## src/rtl/bus_gather_pkg.sv

```systemverilog
// Shared helpers and default sizing for the bus_gather width upsizer.
// lane_parity is only called when BUS_GATHER_PARITY_EN is defined.
package bus_gather_pkg;

   localparam int   DEF_IN_W    = 8;
   localparam int   DEF_RATIO   = 4;
   localparam logic DEF_PAD_BIT = 1'b0;
   localparam int   LANE_MAX_W  = 1024;

   function automatic int count_width(input int ratio);
      return $clog2(ratio + 1);
   endfunction

   // Even parity over the low 'width' bits of a zero-extended lane.
   function automatic logic lane_parity(input logic [LANE_MAX_W-1:0] lane, input int width);
      logic p;
      p = 1'b0;
      for (int i = 0; i < LANE_MAX_W; i++) begin
         if (i < width) p = p ^ lane[i];
      end
      return p;
   endfunction

endpackage

```

## src/rtl/bus_gather.sv

```systemverilog
// Width upsizer: packs RATIO beats of IN_W bits LSB-lane-first into one word,
// padding lanes left empty by in_last. Optional BUS_GATHER_PARITY_EN adds out_parity.
module bus_gather
   import bus_gather_pkg::*;
#(
   parameter int   IN_W    = DEF_IN_W,
   parameter int   RATIO   = DEF_RATIO,
   parameter logic PAD_BIT = DEF_PAD_BIT,
   localparam int  CNT_W   = count_width(RATIO)
) (
   input  logic                  clk,
   input  logic                  rst,
   input  logic                  in_valid,
   output logic                  in_ready,
   input  logic [IN_W-1:0]       in_data,
   input  logic                  in_last,
   output logic                  out_valid,
   input  logic                  out_ready,
   output logic [IN_W*RATIO-1:0] out_data,
   output logic [CNT_W-1:0]      out_count
`ifdef BUS_GATHER_PARITY_EN
   ,
   output logic [RATIO-1:0]      out_parity
`endif
);

   logic [CNT_W-1:0]      cnt;
   logic [IN_W*RATIO-1:0] acc;
   logic [IN_W*RATIO-1:0] next_word;
   logic                  accept;
   logic                  close;
   logic                  fill;

   // in_ready depends only on registered state and out_ready.
   assign in_ready = !out_valid || out_ready;
   assign accept   = in_valid && in_ready;
   assign close    = accept && (in_last || (cnt == CNT_W'(RATIO - 1)));
   assign fill     = accept && !close;

   // Per-lane accumulator and the word that a closing beat would emit.
   for (genvar k = 0; k < RATIO; k++) begin : g_lane
      logic [IN_W-1:0] lane_q;

      always_ff @(posedge clk) begin
         if (rst) begin
            lane_q <= '0;
         end else if (fill && (cnt == CNT_W'(k))) begin
            lane_q <= in_data;
         end
      end

      assign acc[k*IN_W +: IN_W] = lane_q;
      assign next_word[k*IN_W +: IN_W] =
         (CNT_W'(k) < cnt)  ? acc[k*IN_W +: IN_W] :
         (CNT_W'(k) == cnt) ? in_data :
                              {IN_W{PAD_BIT}};
   end

   always_ff @(posedge clk) begin
      if (rst) begin
         cnt       <= '0;
         out_valid <= 1'b0;
         out_data  <= '0;
         out_count <= '0;
      end else if (close) begin
         // A close during a drain replaces the held word without a bubble.
         cnt       <= '0;
         out_valid <= 1'b1;
         out_data  <= next_word;
         out_count <= cnt + CNT_W'(1);
      end else begin
         if (fill) cnt <= cnt + CNT_W'(1);
         if (out_ready) out_valid <= 1'b0;
      end
   end

`ifdef BUS_GATHER_PARITY_EN
   logic [RATIO-1:0] next_parity;

   for (genvar k = 0; k < RATIO; k++) begin : g_par
      assign next_parity[k] = lane_parity(LANE_MAX_W'(next_word[k*IN_W +: IN_W]), IN_W);
   end

   always_ff @(posedge clk) begin
      if (rst) begin
         out_parity <= '0;
      end else if (close) begin
         out_parity <= next_parity;
      end
   end
`endif

endmodule

```

## config.mk

```make
export PLATFORM = sky130hd
export DESIGN_NAME = bus_gather
export DESIGN_NICKNAME = d
export VERILOG_FILES = /design/src/rtl/bus_gather_pkg.sv /design/src/rtl/bus_gather.sv
export SDC_FILE = /design/constraint.sdc
export NUM_CORES = 1
export LEC_CHECK = 0
export CORE_AREA = 2 2 83 85
export DETAILED_ROUTE_END_ITERATION = 8
export DIE_AREA = 0 0 85 87
export PLACE_DENSITY = 0.86
export SLEW_MARGIN = 20
export SYNTH_ARGS = -nofsm -noshare
export SYNTH_HDL_FRONTEND = slang
export SYNTH_SLANG_ARGS = --single-unit
```

## constraint.sdc

```tcl
create_clock -name clk -period 1.4 [get_ports clk]
set_input_delay 0.28 -clock clk [delete_from_list [all_inputs] [get_ports clk]]
set_output_delay 0.28 -clock clk [all_outputs]
set_load 0.01 [all_outputs]
```

======== Word level (Yosys, flattened, before mapping) ========
Cells that the tools add are included.
word-level totals
  output and inout bits ................... 37
  input port bits ......................... 13
  flip-flop bits (word level) ............. 71
operators by class
  equality and inequality tests ........... 6
  reduce and logical (&&, ||, !) cells .... 14
  add/subtract/negate cells ............... 1
  order comparisons ....................... 4
  muxes and demuxes ....................... 10
operators by type and width
  cell                                                        count
  2-to-1 mux 8 bit                                            8
  logical AND 1 bit                                           7
  equality test 2 x 3 -> 1 bit (first input constant)         2
  equality test 3 x 2 -> 1 bit (second input constant)        2
  less-than comparator 1 x 3 -> 1 bit (first input constant)  2
  less-than comparator 2 x 3 -> 1 bit (first input constant)  2
  adder 3 x 1 -> 3 bit (second input constant)                1
  equality test 1 x 3 -> 1 bit (first input constant)         1
  equality test 3 x 1 -> 1 bit (second input constant)        1
  zero test 3 bit                                             1
  zero test 1 bit                                             2
  logical OR 1 bit                                            2
  2-to-1 mux 1 bit                                            2
  nonzero test 2 bit                                          1
  OR reduction 2 bit                                          1

======== Longest topological paths before layout ========
  depth in word-level cells ............... 7
  mapped depth ............................ 7

======== Worst setup path after synthesis ========
No wires, ideal clock.
  kind .................................... register -> register
  start ................................... reg cnt[0]
  end ..................................... reg out_data[18]
  setup slack ............................. -0.033 ns
  setup time .............................. 0.136 ns
  stages on the path, launching flop included .. 7
  data arrival time ....................... 1.297 ns
  period minus slack after synthesis ...... 1.433 ns
  data required time ...................... 1.264 ns
  cell sequence ........................... dfxtp_1 inv_1 ha_1 and3_1 buf_2 a221oi_1 nor3_1
between the ends
  word-level cells in the longest chain between the ends .. 3
RTL lines
  what                                                                         RTL line          text
  start, declared                                                              bus_gather.sv:27  logic [CNT_W-1:0] cnt;
  start signal, assigned                                                       bus_gather.sv:72  if (fill) cnt <= cnt + CNT_W'(1);
  branches (longest 3 deep; another with less-than comparator 2 x 3 -> 1 bit)  n/a
  end signal, assigned                                                         bus_gather.sv:69  out_data <= next_word;
  end, declared                                                                bus_gather.sv:19  output logic [IN_W*RATIO-1:0] out_data,
Parallel ways; which one is timed is not known.
A chain may end at the register's enable or synchronous reset.

======== Final worst setup path ========
  start ................................... reg cnt[0]
  end ..................................... reg out_data[24]
between the ends
  word-level cells in the longest chain between the ends .. 3
RTL lines
  what
  branches (longest 3 deep; another with less-than comparator 2 x 3 -> 1 bit)
Parallel ways; which one is timed is not known.

==> results.ini <==
[global_routing]
busiest_layer=met2
grt_max_degree=27
grt_first_pass_wirelength_mm=12.9
grt_pass1_vias=2687
gr-usage-all-layers_pct=22.2
use_met2_pct=37.0
grt_use_met1_pct=26.8
grtUsageMet3_pct=5.40
antenna_found_initial=0
gr-total-overflow=0

[placement]
port_buffers=49
globalplace.congestion=0.851
dp_hpwl_mm=5.24
dp_slack_ns=-0.498
dp_cells=455

[critical_path]
r2r_end=out_data[24]
worstPathCellList=buf_6 -> and3b_4 -> o211ai_4 -> buf_6 -> a211oi_1 -> nor3_1
cp.required_ns=1.62
r2r_slack_ns=-0.10
critPathCaptureType=flop
r2r-start=cnt[0]
cpMostUsedCell=buf_6
rr_worst_depth=6
cpMaxStageDelayCell=dfxtp_2
critPathMaxFanout=11
slowest_delay_ns=0.37
worstPathArrival_ns=1.72
crit_type=reg -> reg
critPathLaunchType=flop

[synthesis]
ys_async_sr_fraction_pct=0
ys_ff_latch=71
syn_area_um2=3050
ys_seq_area_share_pct=46.7
synth_cell_types=38
synth_edf_count=0
yosys_most_used_dff=dfxtp_1
syn_avg_cell_area_um2=9.64
synthCells=316
synth_fp_nets=332
yosys_warnings=0

[clock_tree]
numCtsBuffers=9
clock_sinks=71
cts_buffer_depth=2
clk_latency_ns=0.35
holdBufCountCts=0
htreeDepth=3
tritoncts=yes
cts_root_buf=clkbuf_8
clkSlewWorstSetupHoldPaths_ns=0.08

[die]
rows=30
core_um2=6570
dieArea_um2=7400
die_y_um=87
initial_utilization_pct=46.4
ioPinCount=50
die_w_um=85

[flow_run]
maxCapViolCount=0

[timing]
grt_setup_unrepaired=true
fmax_ghz=0.665
final-setup-viol-count=31
hold_violations=0
holdWs_ns=0.358
fin_worst_skew_ns=0.00823
finalCriticalPeriod_ns=1.50
slew_headroom_pct=71.5
final-max-slew-violation-count=0
worst_slew_pin_slew_ns=0.428
fin_ws_ns=-0.103
timing.final.crit_share_pct=107
tns_ns=-0.880

[status]
status=finished with violations
violations=negative setup slack

[power_and_ir_drop]
p_leak_nw=1.83
p_per_area_nw_per_um2=1040
p_total_w=0.00442
ir_worst_vdd_mv=0.632

[finish]
area_growth_pct=38.9
final_cell_mix=dfxtp_1, dlygate4sd2_1, nor2_1
diodes=0
layout.cells.non_filler=475
final_nets=406
final_common_cell=dfxtp_1
drive_above_1_share_pct=26.8

[routing]
wl_per_cell_um=16.8
remaining_drc_errors=0
first_pass_iters=4
ant_nets=0
viasPerCell=5.59
routed_wl_mm=8.00
via_count=2655
drtIter0Drc=145

[hold_path]
whs_endpoint=out_valid
hold_start=in_valid
hold_depth=3
hp-class=in -> reg

synth_stat cells, types with 8 or more instances:
cell	number	area share, %
dfxtp_1	71	47
and3_1	10	2.1
clkbuf_1	9	1.1
nand3b_1	8	2.0
nand2b_1	25	5.1
o21ai_1	8	1.3
nor2_1	36	4.4
a221oi_1	13	3.7
a211oi_1	16	3.9
nor2b_1	8	1.6
nor3b_1	9	2.2
mux2i_1	17	5.6
nor3_1	29	4.8
worst max-delay path by stage:
stage | startpoint | end | slack, ns | cells past startpoint
floorplan | out_valid | g_lane[0].lane_q[7] | 0.01 | 6
global placement | out_ready | in_ready | -0.44 | 3
detailed placement | out_ready | g_lane[0].lane_q[1] | -0.50 | 6
CTS | cnt[2] | g_lane[0].lane_q[1] | -0.05 | 7
global route | cnt[0] | out_data[24] | -0.19 | 6
finish | cnt[0] | out_data[24] | -0.10 | 6
power breakdown:
part	switching, W	total (W)	internal [W]	leakage [nW]
Sequential	0.0000482	0.00215	0.00210	0.581
Clock	0.000757	0.00162	0.000865	0.100
Combinational	0.000342	0.000649	0.000307	1.15
kinds of logic (layout without fill, tap and decap cells):
family | Yosys count | in the layout | synth area share, %
XOR/XNOR | 1 | 1 | 0.288
multiplexers | 17 | 17 | 5.59
AO/OA/AOI/OAI | 50 | 50 | 13.1
buffers and inverters | 28 | 107 | 5.87
flip-flops | 71 | 71 | 46.7
adder cells (fa/ha/maj) | 3 | 3 | 1.23
AND/OR/NAND/NOR | 146 | 146 | 27.3
flip-flops by register name, summed over array words and instances, names as in the netlist:
name / cells
g_lane.lane_q: 32
out_data: 32
cnt: 3
out_count: 3
out_valid: 1
worst max-delay path, delay by kind of cell (launching register included):
| family | cells | cell delay, ns |
|---|---|---|
| buf+inv | 2 | 0.29 |
| simple gates | 2 | 0.34 |
| flops | 1 | 0.37 |
| compound gates | 2 | 0.36 |
routing by layer:
| metal | wire length [µm] | vias up | part of all wire, % |
|---|---|---|---|
| li1 | - | 1275 | - |
| met1 | 3530 | 1292 | 44 |
| met2 | 3960 | 71 | 49 |
| met3 | 327 | 17 | 4.1 |
| met4 | 184 | 0 | 2.3 |
| met5 | 0 | - | 0 |
stage by stage:
step / cell area (µm²) / utilization (%)
floorplan: 3050 / -
global placement: 3800 / 57.9
detailed placement: 3800 / 57.9
CTS: 4140 / 63.0
global route: 4230 / 64.4
finish: 4230 / 64.4
layout make-up:
| cell class | count | area (µm²) |
|---|---|---|
| multi-input cells | 217 | 1660 |
| clock buffers | 12 | 145 |
| clock inverters | 4 | 45.0 |
| inverters | 4 | 17.5 |
| fillers | 503 | 2340 |
| well taps | 80 | 100 |
| flip-flops and latches | 71 | 1430 |
| repair buffers | 87 | 835 |
timing repair:
action                     in CTS  in global routing
setup endpoints to repair      81                 61
pin swaps                       4                  4
setup buffers                   3                  1
gates resized for setup        73                 22
Power figures use the tool's default switching activity.
==> RTL change: new RTL, same flow settings <==
Add a define of `BUS_GATHER_PARITY_EN`.
--- a/src/rtl/bus_gather.sv
+++ b/src/rtl/bus_gather.sv
@@ -1,5 +1,7 @@
 // Width upsizer: packs RATIO beats of IN_W bits LSB-lane-first into one word,
 // padding lanes left empty by in_last. Optional BUS_GATHER_PARITY_EN adds out_parity.
+`define BUS_GATHER_PARITY_EN
+
 module bus_gather
    import bus_gather_pkg::*;
 #(
Formal check against the unedited RTL (old outputs only; new: out_parity): equivalent (Yosys induction, for registers that start in step).
==> RTL change against the original RTL <==
- routed wire length rose by 68%
- sequential cell count rose by 4
- largest power group unchanged
- area after synthesis rose by 17%
- the run still ends with negative setup slack left
- largest cell class unchanged
- synthesized cell count rose by 21%
- worst setup slack got worse by 280 ps
- final area rose by 29%
- critical path type unchanged
- total power rose by 13%
- die area did not move
- critical endpoint is now out_parity[1]$_SDFFE_PP0P_
==> RTL change: results (changes against the original RTL) <==
metric,value,unit,change
run_status,"complete, but fails checks",,
violations,negative setup slack,,
drt-pass1-iter-count,6,,+2
ys_top_cells_by_area,"sky130_fd_sc_hd__dfxtp_1 (42%), sky130_fd_sc_hd__xnor2_1 (8.6%), sky130_fd_sc_hd__nor2_1 (7.0%)",,
worst-slew-pin-transition,406,ps,-21.6 ps
holdPathEnd,g_lane[1].lane_q[3]$_SDFFE_PP0P_,,
post-route-worst-setup-slack,-381,ps,-278 ps
global_route_wire_length_before_repair,18.9,mm,+46%
clock_latency,380,ps,+30 ps
yosysSeqAreaShare,42.1,%,-4.5 points
cellLeakagePower,2.19,nW,+20%
buffer_ports.inserted,53,,+8.2%
setup_viol,64,,+110%
worst_clock_skew,15.0,ps,+6.72 ps
r2r_start,cnt[1]$_SDFFE_PP0P_,,
dr.first_iter.drc_count,483,,+230%
nNetsFinal,512,,+26%
grt_start_max_net_pins,76,,+180%
nonClockBufferCount,136,,+56%
largest_registers_in_the_final_layout,"g_lane.lane_q x32, out_data x32, out_parity x4",,
globalRouteTotalUtil,33.3,%,+11 points
post-dp-hpwl,6.52,mm,+24%
placed_cell_area,0.00456,mm^2,+20%
n_fill_cell,308,,-39%
share_comb_of_total_power,21.7,%,+7.0 points
routed_wire_length_per_instance,23.1,um,+38%
hold_path_startpoint,in_data[3],,
setup-tns-final,-11990,ps,-11110 ps
areaGrowthSynthToFinish,52.9,%,
num_vias,3682,,+39%
vdd_ir_drop_max,0.913,mV,+45%
synth_compound_gate_area_share,16.4,%,+3.4 points
worst-path-max-fanout,13,,+2
pwr_density_cell,914,mW/mm^2,-12%
hold-worst-slack,307,ps,-51.3 ps
worst_path_max_delay_cell,sky130_fd_sc_hd__dfxtp_4,,
fraction_of_area_in_multi_input_gates,41.8,%,+2.5 points
cts_post_setup_buffers_inserted,20,,+17
clk_pin_slew,100,ps,+20 ps
drive_gt1_share,38.9,%,+12 points
timing.reg2reg.worst_path_depth,8,,+2
crit_arrival,2080,ps,+360 ps
area_share_nonclk_buffers,24.9,%,+5.2 points
post_synth_fa_ha_maj_area_fraction,1.05,%,-0.18 points
layout.comb_gates.multi_input,272,,+25%
synth_cells,383,,+21%
seqCellArea,0.00151,mm^2,+6.0%
post_cts.resized_instances,118,,+62%
placement.setup.worst_slack,-653,ps,-154 ps
grt_pass1_vias,3434,,+28%
==> RTL change: cell types whose count changed after synthesis, moves of 8 or more <==
cell,change
sky130_fd_sc_hd__xnor2_1,+34
sky130_fd_sc_hd__a311oi_1,+16
sky130_fd_sc_hd__a221oi_1,-13
sky130_fd_sc_hd__nand3_1,+15
sky130_fd_sc_hd__nand3b_1,-8
sky130_fd_sc_hd__nand2b_1,-23
sky130_fd_sc_hd__o21ai_1,-8
sky130_fd_sc_hd__nor3_1,-27
sky130_fd_sc_hd__a22oi_2,+8
sky130_fd_sc_hd__and3_1,-10
sky130_fd_sc_hd__nor2_1,+30
sky130_fd_sc_hd__nand2_1,+18
sky130_fd_sc_hd__nor3b_1,-9
==> RTL change: critical path: cells and delay by family, from the launching register on <==
kind            cells  cell delay [ps]
compound gates      2              500
buf+inv             2              270
flops               1              370
simple gates        1               50
xor+xnor            3              520
==> RTL change: worst max-delay path by stage <==
stage / endpoint / startpoint / cells past startpoint / slack [ps]
after floorplan: g_lane[0].lane_q[7]$_SDFFE_PP0P_ / cnt[2]$_SDFFE_PP0P_ / 7 / -100
after global placement: out_parity[3]$_SDFFE_PP0P_ / in_data[7] / 7 / -580
after detailed placement: out_parity[3]$_SDFFE_PP0P_ / in_data[0] / 7 / -650
after CTS: out_parity[1]$_SDFFE_PP0P_ / cnt[1]$_SDFFE_PP0P_ / 8 / -270
after global routing: out_parity[1]$_SDFFE_PP0P_ / cnt[1]$_SDFFE_PP0P_ / 8 / -460
final: out_parity[1]$_SDFFE_PP0P_ / cnt[1]$_SDFFE_PP0P_ / 8 / -380
==> RTL change: routing by layer <==
metal	share of wire [%]	vias up	global-route usage (%)
met4	5.2	0	17.0
met2	48	302	55.0
li1	-	1550	-
met3	10	74	6.07
met1	37	1756	41.9
met5	0	-	0
